### src/rtl/icache_fill_ctrl_if.sv
// Memory read bus between the I-cache fill controller (master) and the memory side (slave).
interface icache_fill_ctrl_if #(
  parameter int unsigned ADDR_W = 15,
  parameter int unsigned BUS_W  = 32
);
  logic              mem_req;
  logic [ADDR_W-1:0] mem_addr;
  logic              mem_gnt;
  logic              mem_rd_valid;
  logic [BUS_W-1:0]  mem_rd_data;

  modport master (
    output mem_req,
    output mem_addr,
    input  mem_gnt,
    input  mem_rd_valid,
    input  mem_rd_data
  );

  modport slave (
    input  mem_req,
    input  mem_addr,
    output mem_gnt,
    output mem_rd_valid,
    output mem_rd_data
  );
endinterface

### src/rtl/icache_fill_ctrl.sv
// I-cache miss handler: fetches a line in BUS_W beats, assembles it and strobes a one-cycle fill.
// Optional perf counters (perf_fills_o, perf_stall_o) are built when ICFILL_PERF_EN is defined.
module icache_fill_ctrl #(
  parameter int unsigned ADDR_W = 15,
  parameter int unsigned LINE_W = 256,
  parameter int unsigned BUS_W  = 32
) (
  input  logic              clk,
  input  logic              rst,
  input  logic              ic_miss_i,
  input  logic [ADDR_W-1:0] ic_addr_i,
  input  logic              flush_i,
  output logic [LINE_W-1:0] ic_fill_data_o,
  output logic              ic_miss_ack_o,
  output logic              busy_o,
`ifdef ICFILL_PERF_EN
  output logic [15:0]       perf_fills_o,
  output logic [15:0]       perf_stall_o,
`endif
  icache_fill_ctrl_if.master mem
);

  localparam int unsigned NBeats = LINE_W / BUS_W;
  localparam int unsigned OffW   = $clog2(LINE_W / 8);
  localparam int unsigned CntW   = (NBeats > 1) ? $clog2(NBeats) : 1;

  typedef enum logic [2:0] {StIdle, StReq, StData, StAck, StHold} state_e;

  state_e            state_q, state_d;
  logic [ADDR_W-1:0] addr_q, addr_d;
  logic [LINE_W-1:0] data_q, data_d;
  logic [CntW-1:0]   cnt_q, cnt_d;
  logic              abort_q, abort_d;

  // Offset bits of the miss address never reach the bus.
  logic unused_offset;
  assign unused_offset = ^ic_addr_i[OffW-1:0];

  always_ff @(posedge clk or posedge rst) begin
    if (rst) begin
      state_q <= StIdle;
      addr_q  <= '0;
      data_q  <= '0;
      cnt_q   <= '0;
      abort_q <= 1'b0;
    end else begin
      state_q <= state_d;
      addr_q  <= addr_d;
      data_q  <= data_d;
      cnt_q   <= cnt_d;
      abort_q <= abort_d;
    end
  end

  always_comb begin
    state_d = state_q;
    addr_d  = addr_q;
    data_d  = data_q;
    cnt_d   = cnt_q;
    abort_d = abort_q;
    unique case (state_q)
      StIdle: begin
        if (ic_miss_i && !flush_i) begin
          addr_d  = {ic_addr_i[ADDR_W-1:OffW], {OffW{1'b0}}};
          state_d = StReq;
        end
      end
      StReq: begin
        // The request is never withdrawn; a flush only marks the fill for dropping.
        if (flush_i) abort_d = 1'b1;
        if (mem.mem_gnt) begin
          cnt_d   = '0;
          state_d = StData;
        end
      end
      StData: begin
        if (flush_i) abort_d = 1'b1;
        if (mem.mem_rd_valid) begin
          data_d[32'(cnt_q) * BUS_W +: BUS_W] = mem.mem_rd_data;
          cnt_d = cnt_q + CntW'(1);
          if (cnt_q == CntW'(NBeats - 1)) begin
            cnt_d = '0;
            if (abort_q || flush_i) begin
              abort_d = 1'b0;
              state_d = StIdle;
            end else begin
              state_d = StAck;
            end
          end
        end
      end
      StAck:   state_d = StHold;
      // Lets the cache's tag/valid update land before a new miss is accepted.
      StHold:  state_d = StIdle;
      default: state_d = StIdle;
    endcase
  end

  assign mem.mem_req    = (state_q == StReq);
  assign mem.mem_addr   = addr_q;
  assign ic_fill_data_o = data_q;
  assign ic_miss_ack_o  = (state_q == StAck);
  assign busy_o         = (state_q != StIdle);

`ifdef ICFILL_PERF_EN
  logic [15:0] fills_q, fills_d;
  logic [15:0] stall_q, stall_d;

  always_comb begin
    fills_d = fills_q;
    stall_d = stall_q;
    if (ic_miss_ack_o && (fills_q != 16'hFFFF)) fills_d = fills_q + 16'd1;
    if (busy_o && (stall_q != 16'hFFFF))        stall_d = stall_q + 16'd1;
  end

  always_ff @(posedge clk or posedge rst) begin
    if (rst) begin
      fills_q <= '0;
      stall_q <= '0;
    end else begin
      fills_q <= fills_d;
      stall_q <= stall_d;
    end
  end

  assign perf_fills_o = fills_q;
  assign perf_stall_o = stall_q;
`endif

endmodule

### src/flat_wrapper.sv
// flat-port wrapper written by rule: the top's interface ports become plain ports
module icache_fill_ctrl_flat 
#(
  parameter int unsigned ADDR_W = 15,
  parameter int unsigned LINE_W = 256,
  parameter int unsigned BUS_W  = 32
)
  (clk, rst, ic_miss_i, ic_addr_i, flush_i, ic_fill_data_o, ic_miss_ack_o, busy_o, mem_mem_req, mem_mem_addr, mem_mem_gnt, mem_mem_rd_valid, mem_mem_rd_data);
  icache_fill_ctrl_if #(.ADDR_W(ADDR_W), .BUS_W(BUS_W)) mem_i ();
  input  logic clk;
  input  logic rst;
  input  logic ic_miss_i;
  input  logic [ADDR_W-1:0] ic_addr_i;
  input  logic flush_i;
  output logic [LINE_W-1:0] ic_fill_data_o;
  output logic ic_miss_ack_o;
  output logic busy_o;
  output wire logic [$bits(mem_i.mem_req)-1:0] mem_mem_req;
  output wire logic [$bits(mem_i.mem_addr)-1:0] mem_mem_addr;
  input wire logic [$bits(mem_i.mem_gnt)-1:0] mem_mem_gnt;
  input wire logic [$bits(mem_i.mem_rd_valid)-1:0] mem_mem_rd_valid;
  input wire logic [$bits(mem_i.mem_rd_data)-1:0] mem_mem_rd_data;
  assign mem_mem_req = mem_i.mem_req;
  assign mem_mem_addr = mem_i.mem_addr;
  assign mem_i.mem_gnt = mem_mem_gnt;
  assign mem_i.mem_rd_valid = mem_mem_rd_valid;
  assign mem_i.mem_rd_data = mem_mem_rd_data;
  icache_fill_ctrl #(.ADDR_W(ADDR_W), .LINE_W(LINE_W), .BUS_W(BUS_W)) u_core (.clk(clk), .rst(rst), .ic_miss_i(ic_miss_i), .ic_addr_i(ic_addr_i), .flush_i(flush_i), .ic_fill_data_o(ic_fill_data_o), .ic_miss_ack_o(ic_miss_ack_o), .busy_o(busy_o), .mem(mem_i));
endmodule
### config.mk
export PLATFORM = sky130hd
export DESIGN_NAME = icache_fill_ctrl_flat
export DESIGN_NICKNAME = d
export VERILOG_FILES = /design/src/rtl/icache_fill_ctrl_if.sv /design/src/rtl/icache_fill_ctrl.sv /design/src/flat_wrapper.sv
export SDC_FILE = /design/constraint.sdc
export NUM_CORES = 1
export LEC_CHECK = 0
export ABC_AREA = 1
export BUFFER_PORTS_ARGS = -buffer_cell sky130_fd_sc_hd__buf_2
export CAP_MARGIN = 20
export CORE_MARGIN = 2
export CORE_UTILIZATION = 50
export DETAILED_ROUTE_END_ITERATION = 10
export PLACE_DENSITY = 0.84
export SYNTH_ARGS = -nofsm -noshare
export SYNTH_HDL_FRONTEND = slang
export SYNTH_SLANG_ARGS = --single-unit
### constraint.sdc
create_clock -name clk -period 11.9 [get_ports clk]
set_input_delay 1.19 -clock clk [delete_from_list [all_inputs] [get_ports clk]]
set_output_delay 1.19 -clock clk [all_outputs]
set_load 0.005 [all_outputs]
# After elaboration in Yosys (flattened, before gate mapping)
# Cells that the tools add are included.
word_totals:
  romBits: 0
  mem_bits_rw: 0
  reg_bits: 273
  inputBits: 53
  latch_bits: 0
  memories: 0
classes:
  n_mul: 0
  n_eq_ne: 8
  reduce_logical: 10
  n_shift: 2
  div_mod_pow: 0
  mux: 16
  order_cmp: 0
  bitwise: 0
  add_sub_neg: 2
ops:
  columns: ["cell", "count"]
  rows:
  - ["$bwmux 256", 1]
  - ["$shift 32x34->256 const A", 1]
  - ["$shiftx 32x34->256", 1]
  - ["$neg 8->34", 1]
  - ["$mux 3", 7]
  - ["$pmux 3 s4", 1]
  - ["$eq 3x2->1 const B", 2]
  - ["$ne 2x1->1 const B", 3]
  - ["$pmux 3 s2", 1]
  - ["$mux 1", 4]
  - ["$reduce_and 2->1", 2]
  - ["$reduce_and 4->1", 1]
  - ["$add 3x1->3 const B", 1]
  - ["$eq 3x1->1 const B", 1]
  - ["$eq 3x3->1 const B", 1]
  - ["$logic_not 3->1", 1]
  - ["$reduce_and 3->1", 1]
  - ["$reduce_bool 3->1", 1]
  - ["$mux 2", 1]
  - ["$ne 2x2->1 const B", 1]
  - ["$pmux 1 s2", 1]
  - ["$reduce_bool 2->1", 1]
  - ["$logic_and 1x1->1", 1]
  - ["$logic_not 1->1", 1]
  - ["$logic_or 1x1->1", 1]

# Longest topological paths before layout
# Gate-level depths: netlist of run 1.
depth:
  ltp_word: 5
  depth_mapped: 12
  depth_no_buf: 10

# Worst setup path before layout of run 1
# Ideal clock, no wire load.
synth_timing:
  path_kind: "register to register"
  start: "register u_core.cnt_q[0]"
  end: "register u_core.data_q[126] (netlist: u_core.ic_fill_data_o[126])"
  path_slack_ns: 9.816
  setup_time_ns: 0.133
  arrival_time_ns: 1.951
  n_path_buf: 4
  period_less_slack_ns: 2.084
  stages_incl_launch_ff: 12
  cell_sequence: "dfrtp_1 -> buf_2 -> inv_2 -> ha_1 -> ha_1 -> buf_4 -> inv_2 -> buf_2 -> nor2_1 -> nand2_2 -> clkbuf_1 -> o21ai_0"
synth_between:
  elab_chain_len: 3
  word_cells_on_any_way: 4
  classes_between: "add/sub (1); shift (2); mux (1)"
synth_lines:
  columns: ["element", "line_no", "text"]
  rows:
  - ["start: declaration", "icache_fill_ctrl.sv:32", "logic [CntW-1:0] cnt_q, cnt_d;"]
  - ["start signal: assignment", "icache_fill_ctrl.sv:50", "cnt_q <= cnt_d;"]
  - ["$neg 8->34 *", "icache_fill_ctrl.sv:79", "data_d[32'(cnt_q) * BUS_W +: BUS_W] = mem.mem_rd_data;"]
  - ["$shiftx 32x34->256 / $shift 32x34->256 (equally long branches)", "icache_fill_ctrl.sv:79", null]
  - ["$bwmux 256 *", "icache_fill_ctrl.sv:79", null]
  - ["end signal: assignment", "icache_fill_ctrl.sv:49", "data_q <= data_d;"]
  - ["end: declaration", "icache_fill_ctrl.sv:31", "logic [LINE_W-1:0] data_q, data_d;"]
# Mark *: on every way between the ends. The rest lies on a longest branch, timed or not.
# A chain may end at the register's enable or synchronous reset.

# Final worst setup path of run 1
layout_timing:
  start: "register u_core.cnt_q[0]"
  end: "register u_core.data_q[73] (netlist: u_core.ic_fill_data_o[73])"
# The elaborated chain is that of the path after synthesis.

==> results of run 1 <==
==> final cells by class <==
class	count	area, um2
Inverter	66	256
Sequential cell	273	6830
Clock buffer	45	856
Clock inverter	6	65.1
Timing Repair Buffer	337	1820
Fill cell	2015	8790
Multi-Input combinational cell	1080	4600
Tap cell	319	399
==> sequential cells by signal (all words and copies together), names as in the netlist <==
signal,flops
u_core.abort_q,1
u_core.cnt_q,3
u_core.ic_fill_data_o,256
u_core.mem.mem_addr,10
u_core.state_q,3
==> worst max path at each step <==
stage | from | endpoint | slack [ps] | cells after the start
2_1_floorplan | rst | u_core.abort_q | 3190 | 1
6_report | u_core.cnt_q[0] | u_core.ic_fill_data_o[73] | 7740 | 10
3_5_place_dp | u_core.cnt_q[0] | u_core.ic_fill_data_o[96] | 7840 | 9
4_1_cts | u_core.cnt_q[0] | u_core.ic_fill_data_o[50] | 7820 | 10
5_1_grt | u_core.cnt_q[0] | u_core.ic_fill_data_o[42] | 7470 | 10
3_3_place_gp | u_core.cnt_q[0] | u_core.ic_fill_data_o[94] | 7780 | 9
==> critical path: stages (launching register included) <==
cell     delay (ps)
dfrtp_1         530
inv_2           120
ha_2            220
ha_1            270
buf_4           430
nand2_1         450
nor2_4          790
nand2_1         690
buf_16          370
nand2_1          70
nand2_1          70
==> through the flow <==
stage                     power (uW)  hold slack, ps
final                           2420             467
after global routing            2520             490
after CTS                       2420             468
after detailed placement        1550             453
after global placement          1530             450
after floorplan                 1350             465
==> kinds of logic (layout without fill, tap and decap cells) <==
kind of cell / count (synthesis) / after routing
adder cells (fa/ha/maj): 5 / 5
AND/OR/NAND/NOR: 957 / 957
AO/OA/AOI/OAI: 113 / 113
other: 1 / 5
buffers and inverters: 170 / 454
flip-flops: 273 / 273
==> layer usage <==
| metal | up-vias | wire length, um |
|---|---|---|
| met5 | - | 0 |
| met4 | 0 | 2020 |
| met3 | 132 | 4110 |
| met2 | 674 | 18200 |
| met1 | 5522 | 15400 |
| li1 | 5257 | - |
==> placed cells by master, fill, tap and decap left out <==
cell type / count
clkbuf_16: 29
bufinv_16: 1
inv_2: 2
clkbuf_1: 9
clkinvlp_4: 1
dfrtp_1: 273
nor2_1: 144
ha_1: 4
inv_8: 1
o21ai_1: 6
nor3_1: 2
clkbuf_8: 7
nor2_4: 5
nand2_2: 3
buf_16: 4
a21oi_1: 2
nor3_4: 2
nand3_1: 120
nor2_2: 3
buf_4: 17
nand2_1: 645
or2_2: 1
nand3b_1: 27
clkinv_2: 3
clkinv_4: 1
inv_6: 1
ha_2: 1
nand3_4: 1
buf_2: 316
nand4_1: 4
o21ai_0: 105
conb_1: 5
inv_1: 62
==> where the power goes <==
part	internal, uW	leakage, uW	switching [uW]	total [uW]
logic	127	0.00435	378	505
registers	997	0.00375	39.1	1040
clock network	513	0.000449	366	879
==> reports/metrics.csv, run 1 <==
metric,value,unit
status,finished clean,
grt_overflow,0,
grt_setup_unrepaired,false,
worst-endpoint-required,12320,ps
ys_types,25,
synth-seq-area-share,0.565,
synth_edf_count,0,
start_kind,flip-flop,
hold_viol,0,
vdd_drop_max,0.000105,V
timing.rr.start,u_core.cnt_q[0],
vias,11600,
netlist.top_cell.by_area,dfrtp_1,
dpl_cell_area,0.0139,mm2
maxSlewHeadroom,0.305,
reg2reg_slack,7740,ps
hp-start,u_core.ic_fill_data_o[72],
port_buffers,316,
cts.sinks,273,
dp.cells,2073,
report.final.slew_viol_count,0,
grt_max_degree,122,
ios,327,
drt_wl_total,39.7,mm
synthesis.area,0.0121,mm2
muxShareOfSynthArea,0,
cts.repair.resized,0,
start_util,0.512,
finalSetupViolCount,0,
crit_path_end_kind,flip-flop,
htreeDepth,1,
rows,56,
syn_avg_cell_area,7.97,um2
max_freq,0.240,GHz
p_leak,0.00855,uW
first_pass_iters,5,
synth_adder_area_share,0.00517,
synth_cells,1519,
die_w,160,um
finalWorstSetupSlack,7740,ps
clk_path_buf_depth,3,
yosysTopAreaCellShare,0.565,
core-area,0.0236,mm2
crit_fanout,37,
num-nets-final,1845,
cts_hold_buf,0,
skew,16.3,ps
clk_latency,540,ps
synth_warnings,0,
grt_pass1_vias,11300,
drtAntennaViolNets,0,
synth_ff_type,dfrtp_1,
whs_path_depth,2,
cts_root_buffer,clkbuf_16,
pre_cts_slack,7840,ps
gp_congestion,0.909,
drtIter0Drc,1166,
grt.met1_usage,0.395,
period_needed,4160,ps
vias_per_cell,5.45,
syn_to_final_growth,22.5,%
synth_most_common_cell,nand2_1,
worstMarginPinSlew,1040,ps
drc,0,
stdcell_count,2126,
synth-compound-area-share,0.0467,
synth_top_family_by_area,simple AND/OR/NAND/NOR gates,
numCtsBuffers,29,
synthArstFlopShare,1.00,
post_cts_buffers,0,
dieArea,0.0255,mm2
synthSimpleGateAreaFrac,0.324,
ys_ff_latch,273,
finalCritPeriodShare,0.350,
cts_tree,yes,
grt_use_total,0.307,
clk_pin_slew_worst_paths,60,ps
hpwl,26.5,mm
gr-usage-met2,0.483,
drive_gt1_frac,0.221,
setup_tns,0,ps
synthXorXnorAreaFrac,0,
top_usage_layer,met2,
crit_arrival,4590,ps
final_area,0.0148,mm2
routedWlPerCell,18.7,um
antenna_found_initial,0,
min_to,u_core.ic_fill_data_o[72],
maxCapViolations,0,
r2r_end,u_core.ic_fill_data_o[73],
path_class,flip-flop to flip-flop,
powerDensity,163,mW/mm2
grt_pass1_wl,62.0,mm
synth_commonest_cells,"645 x nand2_1, 273 x dfrtp_1, 146 x nor2_1",
ff2ff_path_depth,10,
synth_area_leaders,"dfrtp_1 56%, nand2_1 20%, nand3_1 5.0%",
final_util,0.628,
antenna_cells,0,
met3_usage,0.0844,
hold_path_class,flip-flop to flip-flop,
fp.dieH,160,um
No activity file was read; power rests on OpenSTA's default activity.
==> run 2: changes to the inputs <==
Clock period 11.9 ns to 4.28 ns, I/O delays scaled along.
==> run 2 against run 1 <==
Against the previous run:
- routed wire length decreased by 1.7%
- via count down 0.26%
- die area unchanged
- clock skew decreased by 8.3 ps
- setup slack lost 6500 ps
- global-route usage down 0.34 points
- worst hold slack worse by 340 ps
- final cell count increased by 0.19%
- critical path depth fell by 2
==> reports/metrics.csv, run 2 (synthesis results as in run 1) <==
metric,value,unit,change
status,finished clean,,
grt_overflow,0,,unchanged
drt_wl_total,39.0,mm,-1.7%
crit_path_end_kind,flip-flop,,
whs_path_depth,3,,+1
crit_fanout,46,,+24%
final_common_cell,nand2_1,,
fp.dieH,160,um,unchanged
dpl_cell_area,0.0139,mm2,+0.28%
maxCapViolations,0,,unchanged
timing.rr.start,u_core.cnt_q[0],,
ios,327,,unchanged
worstMarginPinSlew,1030,ps,-6.64 ps
period_needed,3090,ps,-1070 ps
grt_pass1_wl,61.5,mm,-0.87%
setup_tns,0,ps,unchanged
cts.sinks,273,,unchanged
drtAntennaViolNets,0,,unchanged
vias,11600,,-0.26%
cts_tree,yes,,
report.final.slew_viol_count,0,,unchanged
num-nets-final,1848,,+0.16%
gp_congestion,0.894,,-1.7%
max_freq,0.324,GHz,+35%
cts_hold_buf,1,,+1
drive_gt1_frac,0.224,,+0.00338
grt_max_degree,136,,+11%
htreeDepth,1,,unchanged
crit_arrival,3560,ps,-1030 ps
drc,0,,unchanged
die_w,160,um,unchanged
core-area,0.0236,mm2,unchanged
final_util,0.629,,+0.00106
powerDensity,458,mW/mm2,+180%
cts_root_buffer,clkbuf_16,,
r2r_end,u_core.ic_fill_data_o[174],,
grt_setup_unrepaired,false,,
nFillCells,2005,,-0.50%
hp-start,mem_mem_rd_data[26],,
rows,56,,unchanged
hold_viol,0,,unchanged
post_cts_buffers,0,,unchanged
routedWlPerCell,18.3,um,-1.9%
min_to,u_core.ic_fill_data_o[26],,
grt_use_total,0.303,,-0.00344
numCtsBuffers,28,,-3.4%
largest_register_ffs,256,,unchanged
hold_path_class,input pin to flip-flop,,
start_kind,flip-flop,,
cts.repair.resized,0,,unchanged
port_buffers,316,,unchanged
clk_latency,540,ps,about the same
maxSlewHeadroom,0.309,,+0.00444
clk_pin_slew_worst_paths,70,ps,about the same
finalSetupViolCount,0,,unchanged
vdd_drop_max,0.000331,V,+210%
path_class,flip-flop to flip-flop,,
start_util,0.512,,unchanged
worst-endpoint-required,4760,ps,-7560 ps
antenna_found_initial,1,,+1
vias_per_cell,5.42,,-0.45%
final_area,0.0149,mm2,+0.17%
skew,7.94,ps,-8.35 ps
reg2reg_slack,1190,ps,-6550 ps
ff2ff_path_depth,8,,-2
drtIter0Drc,1107,,-5.1%
syn_to_final_growth,22.8,%,
finalCritPeriodShare,0.722,,+0.372
antenna_cells,0,,unchanged
total_power,6800,uW,+180%
hpwl,26.3,mm,-0.80%
p_leak,0.00856,uW,+0.21%
first_pass_iters,5,,unchanged
grt_pass1_vias,11000,,-2.2%
dieArea,0.0255,mm2,unchanged
clk_path_buf_depth,3,,unchanged
layout_common_cells,"645 x nand2_1, 316 x buf_2, 273 x dfrtp_1, 144 x nor2_1, 120 x nand3_1",,
==> run 2: cell count changes in the layout (fill, tap and decap cells not counted), sizes merged <==
| cell | previous run | this run |
|---|---|---|
| buf | 337 | 340 |
| clkbuf | 45 | 42 |
| clkinv | 4 | 7 |
| inv | 66 | 64 |
| bufinv | 1 | 2 |
| clkinvlp | 1 | 2 |
| dlygate4sd3 | 0 | 1 |
==> run 2: stage by stage <==
stage          std cells  hold WS (ps)  worst slack, ps
2_1_floorplan       1523           465              243
3_3_place_gp        2077           364             1120
3_5_place_dp        2078           365             1250
4_1_cts             2130           113             1210
5_1_grt             2130           139              992
6_report            2130           124             1190
==> run 2: how the worst max path moves through the flow <==
stage	startpoint	slack (ps)	to	cells past startpoint
floorplan	rst	240	u_core.abort_q	1
global placement	u_core.cnt_q[0]	1120	u_core.ic_fill_data_o[81]	8
detailed placement	u_core.cnt_q[0]	1250	u_core.ic_fill_data_o[174]	8
CTS	u_core.cnt_q[0]	1210	u_core.ic_fill_data_o[174]	8
global route	u_core.cnt_q[0]	990	u_core.ic_fill_data_o[23]	10
finish	u_core.cnt_q[0]	1190	u_core.ic_fill_data_o[174]	8
==> run 2: metal layers <==
metal,GRT usage,share of wire
met1,0.398,0.39
met2,0.479,0.46
met3,0.0675,0.099
met4,0.149,0.053
met5,0,0.00033
==> run 2: layout make-up <==
type                    instances  area, um2  share of cell area
multi-input cells            1080       4600               0.310
well taps                     319        399              0.0269
clock buffers                  42        855              0.0575
inverters                      66        253              0.0170
flip-flops and latches        273       6830               0.460
clock inverters                 9       97.6             0.00657
repair buffers                341       1820               0.122
==> run 2: report_power, final <==
group	switching (uW)	internal, uW
Combinational	1030	365
Sequential	121	2770
Clock	1020	1490
Total	2170	4630
==> run 2: critical path, stage by stage, from the launching register on <==
cell and delay (ps):
dfrtp_1 540, inv_2 120, ha_2 340, buf_4 480
nand3_1 320, nor3_4 640, buf_4 380, nand2_1 100
nand2_1 80
